## src/rtl/uart_pkg.sv

```systemverilog
// uart_pkg: constants and types shared by the UART transmitter and receiver.
//   UART_CLKS_PER_BIT : clocks per serial bit (the receiver samples on this grid)
//   UART_DATA_BITS    : payload bits per frame, sent LSB first
//   UART_FRAME_BITS   : start + data + parity + stop
//   PARITY_EVEN/ODD   : parity seed; the parity bit is seed ^ (^data)
//   uart_state_t      : serialiser state encoding
package uart_pkg;

   localparam int UART_CLKS_PER_BIT = 16;
   localparam int UART_DATA_BITS    = 8;
   localparam int UART_FRAME_BITS   = 11;

   localparam logic PARITY_EVEN = 1'b0;
   localparam logic PARITY_ODD  = 1'b1;

   typedef enum logic [2:0] {
      ST_IDLE,
      ST_START,
      ST_DATA,
      ST_PARITY,
      ST_STOP
   } uart_state_t;

   function automatic logic parity_bit(input logic mode, input logic [UART_DATA_BITS-1:0] data);
      return mode ^ (^data);
   endfunction

endpackage

```

## src/rtl/uart_tx_if.sv

```systemverilog
// uart_tx_if: byte write port of the UART transmitter.
//   din   : byte to transmit (producer -> transmitter)
//   wrsig : write request; a byte moves on an edge with wrsig && ready
//   ready : transmitter can take a byte (FIFO not full)
// Modports: master = byte producer, slave = transmitter.
interface uart_tx_if;
   import uart_pkg::*;

   logic [UART_DATA_BITS-1:0] din;
   logic                      wrsig;
   logic                      ready;

   modport master (output din, output wrsig, input ready);
   modport slave  (input din, input wrsig, output ready);

endinterface

```

## src/rtl/uart_tx_fifo.sv

```systemverilog
// uart_tx_fifo: small synchronous FIFO buffering bytes ahead of the serialiser.
//   clk, rst : clock and synchronous active-high reset (flushes the FIFO)
//   push/din : write; ignored when full, even if a pop happens in the same cycle
//   pop/dout : dout always shows the head so the serialiser can load it on the
//              same edge it pops; pop is ignored when empty
//   full, empty, level : status; level is the current occupancy
module uart_tx_fifo
   import uart_pkg::*;
#(
   parameter int DEPTH = 4,
   parameter int WIDTH = UART_DATA_BITS
) (
   input  logic                     clk,
   input  logic                     rst,
   input  logic                     push,
   input  logic [WIDTH-1:0]         din,
   input  logic                     pop,
   output logic [WIDTH-1:0]         dout,
   output logic                     full,
   output logic                     empty,
   output logic [$clog2(DEPTH):0]   level
);

   localparam int AW = $clog2(DEPTH);

   logic [WIDTH-1:0] mem [DEPTH];
   logic [AW-1:0]    wr_ptr_reg;
   logic [AW-1:0]    rd_ptr_reg;
   logic [AW:0]      count_reg;
   logic             push_ok;
   logic             pop_ok;

   assign full    = (count_reg == (AW+1)'(DEPTH));
   assign empty   = (count_reg == '0);
   assign level   = count_reg;
   assign push_ok = push & ~full;
   assign pop_ok  = pop & ~empty;
   assign dout    = mem[rd_ptr_reg];

   always_ff @(posedge clk) begin
      if (push_ok) begin
         mem[wr_ptr_reg] <= din;
      end
   end

   // DEPTH is a power of two, so the pointers wrap by natural overflow.
   always_ff @(posedge clk) begin
      if (rst) begin
         wr_ptr_reg <= '0;
         rd_ptr_reg <= '0;
         count_reg  <= '0;
      end else begin
         if (push_ok) begin
            wr_ptr_reg <= wr_ptr_reg + AW'(1);
         end
         if (pop_ok) begin
            rd_ptr_reg <= rd_ptr_reg + AW'(1);
         end
         case ({push_ok, pop_ok})
            2'b10:   count_reg <= count_reg + (AW+1)'(1);
            2'b01:   count_reg <= count_reg - (AW+1)'(1);
            default: count_reg <= count_reg;
         endcase
      end
   end

endmodule

```

## src/rtl/uart_tx.sv

```systemverilog
// uart_tx: byte-serialising UART transmitter.
// Frames are start(0), 8 data bits LSB first, parity, stop(1); each bit lasts
// CLKS_PER_BIT clocks, so one frame is 11*CLKS_PER_BIT clocks. Queued bytes go
// out back to back: the end of a stop bit loads the next byte directly.
//   clk, rst : clock and synchronous active-high reset
//   wr       : byte write port (din, wrsig, ready = ~full)
//   tx       : registered serial line, idle high
//   busy     : serialiser not idle
//   level    : bytes waiting in the FIFO (excludes the one being shifted)
module uart_tx
   import uart_pkg::*;
#(
   parameter int   CLKS_PER_BIT = UART_CLKS_PER_BIT,
   parameter logic PARITY_MODE  = PARITY_EVEN,
   parameter int   FIFO_DEPTH   = 4
) (
   input  logic                          clk,
   input  logic                          rst,
   uart_tx_if.slave                      wr,
   output logic                          tx,
   output logic                          busy,
   output logic [$clog2(FIFO_DEPTH):0]   level
);

   localparam int BAUD_W = (CLKS_PER_BIT > 1) ? $clog2(CLKS_PER_BIT) : 1;
   localparam int BIT_W  = $clog2(UART_DATA_BITS);
   localparam logic [BAUD_W-1:0] BAUD_LAST = BAUD_W'(CLKS_PER_BIT - 1);
   localparam logic [BIT_W-1:0]  BIT_LAST  = BIT_W'(UART_DATA_BITS - 1);

   uart_state_t               state_reg;
   logic [BAUD_W-1:0]         baud_reg;
   logic [BIT_W-1:0]          bit_reg;
   logic [UART_DATA_BITS-1:0] shift_reg;
   logic                      parity_reg;
   logic                      tx_reg;

   logic                      fifo_full;
   logic                      fifo_empty;
   logic                      fifo_push;
   logic                      fifo_pop;
   logic [UART_DATA_BITS-1:0] fifo_head;
   logic                      baud_done;

   assign baud_done = (baud_reg == BAUD_LAST);
   assign wr.ready  = ~fifo_full;
   assign fifo_push = wr.wrsig & ~fifo_full;
   // A byte leaves the FIFO exactly when the FSM loads the shifter: from IDLE,
   // or on the last clock of a stop bit for back-to-back frames.
   assign fifo_pop  = ~fifo_empty &
                      ((state_reg == ST_IDLE) || ((state_reg == ST_STOP) && baud_done));

   assign tx   = tx_reg;
   assign busy = (state_reg != ST_IDLE);

   uart_tx_fifo #(
      .DEPTH (FIFO_DEPTH),
      .WIDTH (UART_DATA_BITS)
   ) u_fifo (
      .clk   (clk),
      .rst   (rst),
      .push  (fifo_push),
      .din   (wr.din),
      .pop   (fifo_pop),
      .dout  (fifo_head),
      .full  (fifo_full),
      .empty (fifo_empty),
      .level (level)
   );

   always_ff @(posedge clk) begin
      if (rst) begin
         state_reg  <= ST_IDLE;
         baud_reg   <= '0;
         bit_reg    <= '0;
         shift_reg  <= '0;
         parity_reg <= 1'b0;
         tx_reg     <= 1'b1;
      end else begin
         case (state_reg)
            ST_IDLE: begin
               baud_reg <= '0;
               tx_reg   <= 1'b1;
               if (!fifo_empty) begin
                  shift_reg  <= fifo_head;
                  parity_reg <= parity_bit(PARITY_MODE, fifo_head);
                  tx_reg     <= 1'b0;
                  state_reg  <= ST_START;
               end
            end

            ST_START: begin
               if (baud_done) begin
                  baud_reg  <= '0;
                  bit_reg   <= '0;
                  tx_reg    <= shift_reg[0];
                  state_reg <= ST_DATA;
               end else begin
                  baud_reg <= baud_reg + BAUD_W'(1);
               end
            end

            ST_DATA: begin
               if (baud_done) begin
                  baud_reg <= '0;
                  if (bit_reg == BIT_LAST) begin
                     tx_reg    <= parity_reg;
                     state_reg <= ST_PARITY;
                  end else begin
                     // tx is registered, so drive the bit that is about to
                     // become shifter[0] on this same edge.
                     shift_reg <= shift_reg >> 1;
                     tx_reg    <= shift_reg[1];
                     bit_reg   <= bit_reg + BIT_W'(1);
                  end
               end else begin
                  baud_reg <= baud_reg + BAUD_W'(1);
               end
            end

            ST_PARITY: begin
               if (baud_done) begin
                  baud_reg  <= '0;
                  tx_reg    <= 1'b1;
                  state_reg <= ST_STOP;
               end else begin
                  baud_reg <= baud_reg + BAUD_W'(1);
               end
            end

            ST_STOP: begin
               if (baud_done) begin
                  baud_reg <= '0;
                  if (!fifo_empty) begin
                     shift_reg  <= fifo_head;
                     parity_reg <= parity_bit(PARITY_MODE, fifo_head);
                     tx_reg     <= 1'b0;
                     state_reg  <= ST_START;
                  end else begin
                     tx_reg    <= 1'b1;
                     state_reg <= ST_IDLE;
                  end
               end else begin
                  baud_reg <= baud_reg + BAUD_W'(1);
               end
            end

            default: begin
               baud_reg  <= '0;
               tx_reg    <= 1'b1;
               state_reg <= ST_IDLE;
            end
         endcase
      end
   end

endmodule

```

## src/flat_wrapper.sv

```systemverilog
// flat-port wrapper written by rule: the top's interface ports become plain ports
module uart_tx_flat import uart_pkg::*;
#(
   parameter int   CLKS_PER_BIT = UART_CLKS_PER_BIT,
   parameter logic PARITY_MODE  = PARITY_EVEN,
   parameter int   FIFO_DEPTH   = 4
)
  (clk, rst, tx, busy, level, wr_din, wr_wrsig, wr_ready);
  uart_tx_if wr_i ();
  input  logic clk;
  input  logic rst;
  output logic tx;
  output logic busy;
  output logic [$clog2(FIFO_DEPTH):0] level;
  input wire logic [$bits(wr_i.din)-1:0] wr_din;
  input wire logic [$bits(wr_i.wrsig)-1:0] wr_wrsig;
  output wire logic [$bits(wr_i.ready)-1:0] wr_ready;
  assign wr_i.din = wr_din;
  assign wr_i.wrsig = wr_wrsig;
  assign wr_ready = wr_i.ready;
  uart_tx #(.CLKS_PER_BIT(CLKS_PER_BIT), .PARITY_MODE(PARITY_MODE), .FIFO_DEPTH(FIFO_DEPTH)) u_core (.clk(clk), .rst(rst), .wr(wr_i), .tx(tx), .busy(busy), .level(level));
endmodule
```

## config.mk

```make
export PLATFORM = sky130hd
export DESIGN_NAME = uart_tx_flat
export DESIGN_NICKNAME = d
export VERILOG_FILES = /design/src/rtl/uart_pkg.sv /design/src/rtl/uart_tx_if.sv /design/src/rtl/uart_tx_fifo.sv /design/src/rtl/uart_tx.sv /design/src/flat_wrapper.sv
export SDC_FILE = /design/constraint.sdc
export NUM_CORES = 1
export LEC_CHECK = 0
export BUFFER_PORTS_ARGS = -buffer_cell sky130_fd_sc_hd__buf_2
export CORE_UTILIZATION = 50
export DETAILED_ROUTE_END_ITERATION = 6
export PLACE_DENSITY = 0.76
export SLEW_MARGIN = 0
export SYNTH_ARGS = -nofsm -noshare
export SYNTH_HDL_FRONTEND = slang
export SYNTH_SLANG_ARGS = --single-unit
export TNS_END_PERCENT = 5
```

## constraint.sdc

```tcl
create_clock -name clk -period 3.8 [get_ports clk]
set_clock_uncertainty 0.2 [all_clocks]
set_input_delay 0 -clock clk [delete_from_list [all_inputs] [get_ports clk]]
set_output_delay 0 -clock clk [all_outputs]
set_load 0.05 [all_outputs]
```

==> results of run 1 <==
path summary, 6_finish.rpt:
kind / from / endpoint / slack (ps) / depth (start not counted)
hold / removal: wr_din[7] / u_core.u_fifo.mem[3][7] / 230 / 2
setup reg to reg: u_core.baud_reg[0] / u_core.u_fifo.level[2] / 930 / 9
setup / recovery: u_core.baud_reg[0] / u_core.u_fifo.level[2] / 930 / 9
hold reg to reg: u_core.baud_reg[0] / u_core.baud_reg[0] / 260 / 1
kinds of logic after synthesis:
group                    count (synthesis)  synth area share
AO/OA/AOI/OAI                           31            0.0886
multiplexers                            16            0.0965
XOR/XNOR                                15            0.0487
AND/OR/NAND/NOR                         58             0.114
buffers and inverters                   17            0.0325
flip-flops                              61             0.571
adder cells (fa/ha/maj)                 10            0.0482
where the power goes:
group | switching, W | internal [W] | leakage [nW] | total (W)
Clock | 0.000253 | 0.000432 | 0.113 | 0.000685
Combinational | 0.000494 | 0.000381 | 0.455 | 0.000874
Sequential | 0.000119 | 0.000830 | 0.531 | 0.000949
Total | 0.000866 | 0.00164 | 1.10 | 0.00251
critical path, delay by kind of cell, from the launching register on:
| kind | cells | cell delay [ps] |
|---|---|---|
| buffers and inverters | 1 | 60 |
| adder cells (fa/ha/maj) | 3 | 900 |
| XOR/XNOR | 1 | 160 |
| AND/OR/NAND/NOR | 2 | 450 |
| AO/OA/AOI/OAI | 2 | 650 |
| flip-flops | 1 | 360 |
placed cells by master, fill, tap and decap left out, drive strengths merged, types with 3 or more instances in the layout:
| cell | count |
|---|---|
| dlygate4sd3 | 10 |
| a21oi | 11 |
| nand2 | 8 |
| or3 | 3 |
| and3 | 5 |
| nand2b | 3 |
| mux4 | 8 |
| inv | 8 |
| dfxtp | 29 |
| nor2 | 26 |
| xnor2 | 10 |
| edfxtp | 32 |
| ha | 8 |
| a211oi | 8 |
| clkbuf | 9 |
| bufinv | 3 |
| buf | 16 |
| nand3 | 6 |
| xor2 | 5 |
| o21ai | 6 |
| mux2i | 8 |
area by class of cell:
cell class | instances | area share
Timing Repair Buffer | 26 | 0.0573
Inverter | 8 | 0.00955
Clock inverter | 7 | 0.0362
Sequential cell | 61 | 0.490
Clock buffer | 9 | 0.0394
Tap cell | 70 | 0.0278
Multi-Input combinational cell | 130 | 0.340
per-stage QoR:
| stage | util | instance area, µm² |
|---|---|---|
| after floorplan | - | 2700 |
| after global placement | 0.546 | 2810 |
| after detailed placement | 0.546 | 2810 |
| after CTS | 0.612 | 3150 |
| after global routing | 0.612 | 3150 |
| final | 0.612 | 3150 |
metal layers:
metal,global-route usage,vias to the layer above,share of wire
met5,0,-,0
met4,0.0864,0,0.015
met3,0.0595,9,0.035
met2,0.298,34,0.49
met1,0.239,802,0.46
li1,-,817,-
==> impl_results.md, run 1 <==
* Outcome: completed
* Final slew viol count at 0
* Maximum clock frequency at 0.349 GHz
* Seq/Total Area, Yosys at 0.571
* Syn Inst Count at 208
* DRC marker count from the first detailed-route iteration at 106
* Unique cell type count in the Yosys netlist at 40
* Total Routed Length at 4570 µm
* Post-Synthesis Cell Area at 0.00270 mm²
* Post-route setup TNS at 0 ps
* Clock tree from TritonCTS: done
* Hold_ws at 226 ps
* Setup Slack @ Placement at 929 ps
* CTS HTree Levels at 3
* Launching element type of the critical path: register
* Count of clock tree sinks at 61
* Unrepaired setup endpoints after global routing: no
* Fraction of final layout cells with drive strength greater than 1 at 0.207
* Inserted Clock Buffers at 9
* Cell seen most often among critical-path stages: ha_1
* Clock root buffer: clkbuf_8
* Total Die Area at 0.00569 mm²
* Die extent in y at 75.5 µm
* Sequential cell area at 0.00154 mm²
* GRT overflow at 0
* Top cell type's share of synthesized area at 0.356
* Arrival time of data at the critical path endpoint at 2930 ps
* Clock latency on the worst-skew pair at 340 ps
* Final-report setup violation count at 0
* Final total power at 0.00251 W
* Tightest Hold Check Type: primary input to register
* Number of buffer cells added on primary ports at 16
* Floorplan row count at 26
* Slew HR at 0.616
* Cell types with the highest counts after synthesis: edfxtp_1 (32), dfxtp_1 (29), nor2_1 (24)
* WS Path Type: register to register
* Per-instance average area after synthesis at 13.0 µm²
* Cts hold-fix bufs at 10
* Vias per cell at 5.34
* Filler cell count at 431
* Buffer levels on the longest clock path at 2
* Reported max-cap violation count at 0
* Number of detailed-route iterations in the first pass at 4
* Flip-flop count of the largest register, all copies and words added at 32
* Final period demand of the worst path at 2870 ps
* P&R area growth vs syn at 16.6%
* Wire length of the first global-routing pass at 7530 µm
* Most frequent cell after synthesis: edfxtp_1
* Ordered list of cells on the worst path: ha_1 > nand3_4 > a2111oi_4 > ha_1 > inv_1 > fa_1 > xor2_1 > or3_1 > a21oi_1
* GRT Util Overall at 0.188
* HPWL after DPL at 2860 µm
* Synthesis-stage register bit count at 61
* Total area of multi-input combinational cells at 0.00107 mm²
* Initial standard-cell utilization of the core at 0.525
* Least-Margin Pin Slew at 575 ps
* Post-Synthesis Net Count at 228
* Delay of the slowest critical-path stage at 520 ps
* Vias in the first global route at 1562
* Primary FF master, synth: edfxtp_1
* Yosys Warn Count at 0
* Core Footprint at 0.00514 mm²
* Hold violation count in the final report at 0
* Routability Congestion at 0.730
* Largest net degree at the start of global routing at 26
* Pwr Density at 797 mW/mm²
* Clock edge transition at the registers on the reported setup and hold paths at 70 ps
* Synth area leader: edfxtp_1
* Cells after DPL at 285
* Number of top-level design ports at 17
* Worst path slowest cell: a2111oi_4
* Worst Setup End Kind: register
* Data required time of the worst path at 3860 ps
* Post-DR wirelength/cell at 14.7 µm
* Largest cells by area after synthesis: edfxtp_1 (36%), dfxtp_1 (22%), mux4_2 (6.7%)
* N_diodes at 0
* Peak ir drop on the vdd network at 0.482 mV
* Setup slack of the critical path after layout at 934 ps
* Maximum net fanout on the critical path at 7
* Width of the chip at 75.5 µm
* Leakage component of the power at 1.10 nW
* Number of vias in the routed layout at 1662
* NumNets Final at 256
* DRC violations left at 0
* Resized cells post-CTS at 0
* Number of cells in the finished layout apart from fillers at 311
* Number of enable-type register cells in the synthesized netlist at 32
* Remaining antenna violation count after routing at 0
* Post-CTS Setup Repair Bufs at 0
* Post-synth ARST share at 0
* Part of the cycle the worst path needs at 0.754
* Antenna violations before repair at 0
(Power assumes the default switching activity.)
==> run 2, diff against run 1 <==
--- a/config.mk
+++ b/config.mk
@@ -5,10 +5,11 @@
 export SDC_FILE = /design/constraint.sdc
 export NUM_CORES = 1
 export LEC_CHECK = 0
+export ABC_AREA = 1
 export BUFFER_PORTS_ARGS = -buffer_cell sky130_fd_sc_hd__buf_2
 export CORE_UTILIZATION = 50
 export DETAILED_ROUTE_END_ITERATION = 6
-export PLACE_DENSITY = 0.76
+export PLACE_DENSITY = 0.75
 export SLEW_MARGIN = 0
 export SYNTH_ARGS = -nofsm -noshare
 export SYNTH_HDL_FRONTEND = slang
==> constraint.sdc (replaced) <==
create_clock -name clk -period 2.71 [get_ports clk]
set_clock_uncertainty 0.2 [all_clocks]
set_input_delay 0 -clock clk [delete_from_list [all_inputs] [get_ports clk]]
set_output_delay 0 -clock clk [all_outputs]
set_load 0.05 [all_outputs]
==> run 2 against run 1 <==
  * Fmax up 16%
  * Critical path depth is 5 higher
  * Flip-flop and latch count stayed put
  * First-iteration DRC count is 6.6% higher
  * Synthesized cell count up 70%
  * Critical endpoint unchanged
  * Highest routed layer unchanged
==> impl_results.md, run 2 <==
* Largest net degree at the start of global routing at 21
* Setup slack of the critical path after layout at 241 ps
* Peak ir drop on the vdd network at 0.587 mV
* Clock root buffer: clkbuf_8
* Synthesized-area fraction occupied by ao, oa, aoi and oai cells at 0.102
* Initial standard-cell utilization of the core at 0.524
* Flip-flop count of the largest register, all copies and words added at 32
* Post-DR wirelength/cell at 11.6 µm
* Final total power at 0.00356 W
* DRC violations left at 0
* Outcome: completed
* Most used cells in the layout excluding fill and tap cells: nand2_1 (128), inv_1 (37), edfxtp_1 (32)
* Post-synth ARST share at 0
* Syn Inst Count at 354
* CTS HTree Levels at 3
* Post-synthesis share of cell area spent on full adders, half adders and majority gates at 0.0411
* HPWL after DPL at 3650 µm
* Core Footprint at 0.00557 mm²
* Unrepaired setup endpoints after global routing: no
* Post-Synthesis Cell Area at 0.00292 mm²
* Hold_ws at 202 ps
* Commonest non-fill, non-tap cell in the layout: nand2_1
* Unique cell type count in the Yosys netlist at 27
* Post-CTS Setup Repair Bufs at 0
* Data required time of the worst path at 2740 ps
* Post-synthesis simple-gate area fraction at 0.246
* Remaining antenna violation count after routing at 0
* GRT overflow at 0
* Most frequent cell after synthesis: nand2_1
* Number of vias in the routed layout at 2320
* NumNets Final at 410
* Cell types with the highest counts after synthesis: nand2_1 (128), inv_1 (38), edfxtp_1 (32)
* Hold violation count in the final report at 0
* Fraction of final layout cells with drive strength greater than 1 at 0.117
* Clock latency on the worst-skew pair at 350 ps
* Floorplan row count at 27
* Synthesis-stage register bit count at 61
* P&R area growth vs syn at 15.3%
* Finished Core Util at 0.604
* Clock edge transition at the registers on the reported setup and hold paths at 70 ps
* Tightest Hold Check Type: primary input to register
* Total Routed Length at 5380 µm
* Reported max-cap violation count at 0
* Sequential cell area at 0.00154 mm²
* GRT Util Overall at 0.203
* Antenna violations before repair at 0
* Synth area leader: edfxtp_1
* Leakage component of the power at 1.51 nW
* Number of buffer cells added on primary ports at 16
* Top cell type's share of synthesized area at 0.329
* Slew HR at 0.653
* Inserted Clock Buffers at 9
* N_diodes at 0
* Worst Setup End Kind: register
* Total Die Area at 0.00615 mm²
* DRC marker count from the first detailed-route iteration at 113
* Buffer levels on the longest clock path at 2
* WS Path Type: register to register
* Total area of multi-input combinational cells at 0.00115 mm²
* Largest cells by area after synthesis: edfxtp_1 (33%), dfxtp_1 (20%), nand2_1 (16%)
* Maximum net fanout on the critical path at 7
* Main combinational cell family by area after synthesis: simple AND/OR/NAND/NOR gates
* Vias per cell at 4.98
* Part of the cycle the worst path needs at 0.911
* Setup Slack @ Placement at 211 ps
* Synth Area in XOR/XNOR at 0.00300
* Filler cell count at 479
* Number of detailed-route iterations in the first pass at 4
* Final-report setup violation count at 0
* Vias in the first global route at 2221
* Post-route setup TNS at 0 ps
* Primary FF master, synth: edfxtp_1
* Final slew viol count at 0
* Least-Margin Pin Slew at 520 ps
* Die extent in y at 78.4 µm
* Routability Congestion at 0.797
* Clock tree from TritonCTS: done
* Seq/Total Area, Yosys at 0.528
* Final period demand of the worst path at 2470 ps
* Launching element type of the critical path: register
* Wire length of the first global-routing pass at 9330 µm
* Arrival time of data at the critical path endpoint at 2500 ps
* Width of the chip at 78.4 µm
* Number of top-level design ports at 17
* Count of clock tree sinks at 61
* Pwr Density at 1060 mW/mm²
* Number of enable-type register cells in the synthesized netlist at 32
* Maximum clock frequency at 0.405 GHz
* Yosys Warn Count at 0
* Post-Synthesis Net Count at 374
* Portion of netlist area occupied by mux cells at 0
* Per-instance average area after synthesis at 8.25 µm²
run 2: changes by cell type in the layout (fill, tap and decap cells not counted), sizes merged, moves of 10 or more:
cell and delta:
o21ai +22, nand2 +120, a21oi +13, nand3 +21, xnor2 -10, inv +33
run 2: layout make-up:
class / instances / share of cell area
multi-input cells: 243 / 0.342
inverters: 41 / 0.0472
flip-flops and latches: 61 / 0.458
clock inverters: 2 / 0.0104
repair buffers: 34 / 0.0713
well taps: 72 / 0.0268
clock buffers: 13 / 0.0442
run 2: path summary, 6_finish.rpt:
kind / from / to / slack, ps / depth (start not counted)
worst min-delay path: wr_din[0] / u_core.u_fifo.mem[1][0] / 200 / 2
worst min register to register: u_core.shift_reg[5] / u_core.shift_reg[5] / 250 / 2
worst max register to register: u_core.baud_reg[0] / u_core.u_fifo.level[2] / 240 / 14
worst max-delay path: u_core.baud_reg[0] / u_core.u_fifo.level[2] / 240 / 14
run 2: logic make-up (layout without fill, tap and decap cells):
family,Yosys count,count (layout)
AND/OR/NAND/NOR,177,177
adder cells (fa/ha/maj),9,9
XOR/XNOR,1,1
flip-flops,61,61
AO/OA/AOI/OAI,56,56
buffers and inverters,50,90
run 2: stage by stage:
step,area (µm²),instances
finish,3370,466
global route,3370,466
CTS,3370,466
detailed placement,3080,441
global placement,3080,441
floorplan,2920,354
run 2: worst max-delay path, cell delays in order (launching register included):
cell and delay, ps:
dfxtp_1 360, ha_1 180, nand2_1 60, inv_1 90, nand2_1 110, nand2_1 110, nand2_1 70, inv_2 110
ha_1 160, inv_1 70, fa_1 380, a21oi_1 140, o21ai_0 110, o21ai_0 160, a21oi_1 50
run 2: where the power goes:
| part | leakage (nW) | internal (W) | total (W) | switching (W) |
|---|---|---|---|---|
| registers | 0.532 | 0.00114 | 0.00126 | 0.000114 |
| logic | 0.880 | 0.000490 | 0.00153 | 0.00104 |
| clock network | 0.0935 | 0.000444 | 0.000777 | 0.000333 |
| total | 1.51 | 0.00208 | 0.00356 | 0.00148 |
run 2: metal layers:
| metal | GRT usage | vias up | wire, µm |
|---|---|---|---|
| li1 | - | 1231 | - |
| met1 | 0.225 | 1034 | 2490 |
| met2 | 0.344 | 39 | 2590 |
| met3 | 0.0581 | 16 | 180 |
| met4 | 0.122 | 0 | 129 |
| met5 | 0 | - | 0 |
run 2: repair_timing:
item	CTS	global route
endpoints found under the hold margin	39	0
gates resized for setup	0	1
setup endpoints to repair	0	1
hold buffers	10	0
==> run 3, diff against run 2 <==
--- a/config.mk
+++ b/config.mk
@@ -7,9 +7,9 @@
 export LEC_CHECK = 0
 export ABC_AREA = 1
 export BUFFER_PORTS_ARGS = -buffer_cell sky130_fd_sc_hd__buf_2
-export CORE_UTILIZATION = 50
+export CORE_UTILIZATION = 24
 export DETAILED_ROUTE_END_ITERATION = 6
-export PLACE_DENSITY = 0.75
+export PLACE_DENSITY = 0.46
 export SLEW_MARGIN = 0
 export SYNTH_ARGS = -nofsm -noshare
 export SYNTH_HDL_FRONTEND = slang
==> run 3 against run 2 <==
  * Critical path depth is the same
  * Setup slack gained 72 ps
  * Largest cell class unchanged
  * Utilization shrank 29 points
==> impl_results.md, run 3 (synthesis results as in run 2) <==
* Outcome: completed
* Clock edge transition at the registers on the reported setup and hold paths at 50 ps
* Fraction of final layout cells with drive strength greater than 1 at 0.122
* Post-DR wirelength/cell at 10.8 µm
* Worst path slowest cell: fa_1
* Largest net degree at the start of global routing at 21
* Launching element type of the critical path: register
* Slew HR at 0.619
* Final-report setup violation count at 0
* Share of total power in combinational logic at 0.368
* Cell depth of the worst min-delay path at 2
* Endpoint of the worst register-to-register path: u_core.u_fifo.level[2]
* Count of clock tree sinks at 61
* Internal power consumption at 0.00262 W
* CTS HTree Levels at 3
* Hold wc startpoint: wr_din[4]
* Remaining antenna violation count after routing at 0
* Cell seen most often among critical-path stages: nand2_1
* Pwr Density at 1150 mW/mm²
* Critical register-to-register path startpoint: u_core.baud_reg[0]
* Sw power at 0.00155 W
* P&R area growth vs syn at 24.5%
* Arrival time of data at the critical path endpoint at 2410 ps
* Relative contribution of the clock network to total power at 0.332
* Vias in the first global route at 2272
* Unrepaired setup endpoints after global routing: no
* Least-Margin Pin Slew at 571 ps
* Leakage component of the power at 1.59 nW
* Part of the cycle the worst path needs at 0.884
* Sequential Power Share at 0.300
* Peak ir drop on the vdd network at 0.531 mV
* Final total power at 0.00417 W
* Worst hold path endpoint: u_core.u_fifo.mem[2][4]
* Number of buffer cells added on primary ports at 16
* Wire length of the first global-routing pass at 10400 µm
* Placed instance area at 0.00317 mm²
* Antenna violations before repair at 0
* Maximum clock frequency at 0.417 GHz
* Number of top-level design ports at 17
* Number of detailed-route iterations in the first pass at 4
* Total Routed Length at 5830 µm
* Number of vias in the routed layout at 2334
* Core Footprint at 0.0116 mm²
* Commonest non-fill, non-tap cell in the layout: nand2_1
* Delay of the slowest critical-path stage at 380 ps
* Floorplan row count at 39
* GRT Util Overall at 0.108
* N_diodes at 0
* Post-route setup TNS at 0 ps
* Initial standard-cell utilization of the core at 0.251
* GRT overflow at 0
* Most used cells in the layout excluding fill and tap cells: nand2_1 (128), inv_1 (37), edfxtp_1 (32)
* Final period demand of the worst path at 2400 ps
* Switch share at 0.372
* Post-route cell area at 0.00363 mm²
* Maximum net fanout on the critical path at 7
* Tightest Hold Check Type: primary input to register
* DRC violations left at 0
* Clock latency on the worst-skew pair at 330 ps
* Inserted Clock Buffers at 9
* Worst-case register-to-register setup slack at 310 ps
* DRC marker count from the first detailed-route iteration at 81
* Worst Setup End Kind: register
* Flip-flop count of the largest register, all copies and words added at 32
* Reported max-cap violation count at 0
* Hold violation count in the final report at 0
* Routability Congestion at 0.750
* HPWL after DPL at 4060 µm
* Clock root buffer: clkbuf_16
* Vias per cell at 4.34
* Buffer levels on the longest clock path at 2
* Final slew viol count at 0
* NumNets Final at 410
* Data required time of the worst path at 2720 ps
* Ordered list of cells on the worst path: ha_1 > nand2_1 > inv_1 > nand2_1 > nand2_1 > nand2_1 > inv_2 > ha_1 > inv_1 > fa_1 > a21oi_1 > o21ai_0 > o21ai_0 > a21oi_1
* Total Die Area at 0.0126 mm²
* WS Path Type: register to register
* Clock tree from TritonCTS: done
* Width of the chip at 112 µm
* Depth of the worst register-to-register path at 14
* Die extent in y at 112 µm
## run 3: how the worst max path moves through the flow
stage                                 from                endpoint  slack [ps]  depth (start not counted)
floorplan           u_core.u_fifo.level[2]  u_core.u_fifo.level[2]          60                          9
global placement        u_core.baud_reg[0]  u_core.u_fifo.level[2]         280                         14
detailed placement      u_core.baud_reg[0]  u_core.u_fifo.level[2]         240                         14
CTS                     u_core.baud_reg[0]  u_core.u_fifo.level[2]         240                         14
global route            u_core.baud_reg[0]  u_core.u_fifo.level[2]          70                         14
finish                  u_core.baud_reg[0]  u_core.u_fifo.level[2]         310                         14
## run 3: power by group through the flow
| stage | sequential (W) | clock, W | combinational, W |
|---|---|---|---|
| floorplan | 0.00132 | 0 | 0.00119 |
| global placement | 0.00127 | 0 | 0.00153 |
| detailed placement | 0.00127 | 0 | 0.00154 |
| CTS | 0.00126 | 0.00142 | 0.00156 |
| global route | 0.00128 | 0.00147 | 0.00180 |
| finish | 0.00125 | 0.00138 | 0.00154 |
## run 3: routing by layer
metal	vias to the layer above	GRT usage	routed length (µm)	share of wire
met2	37	0.173	2720	0.47
met1	1056	0.127	2760	0.47
li1	1230	-	-	-
met3	11	0.0286	201	0.035
met5	-	0	0	0
met4	0	0.0693	146	0.025
## run 3: per-stage QoR
stage	utilization	hold slack [ps]	cells	setup WS [ps]
final	0.313	225	538	314
after global routing	0.313	229	538	71.8
after CTS	0.313	211	538	239
after detailed placement	0.273	22.6	512	241
after global placement	0.273	20.0	512	281
after floorplan	-	-131	354	58.1
## run 3: critical path, delay by kind of cell, from the launching register on
family                     cells  cell delay (ps)
AOI/OAI and AO/OA              4              460
adders and majority gates      3              700
buffers and inverters          3              240
DFF                            1              340
and+or+nand+nor                4              340
## run 3: final cells by class
| type | instances | area, µm² |
|---|---|---|
| Fill cell | 1207 | 7980 |
| Sequential cell | 61 | 1540 |
| Multi-Input combinational cell | 243 | 1150 |
| Timing Repair Buffer | 34 | 240 |
| Clock buffer | 9 | 225 |
| Tap cell | 143 | 179 |
| Inverter | 41 | 159 |
| Clock inverter | 7 | 136 |
## run 3: timing repair
action,in CTS,in global routing
endpoints found under the setup margin,0,1
hold endpoints to repair,39,0
gates resized for setup,0,1
hold buffers,10,0
setup buffers,0,0
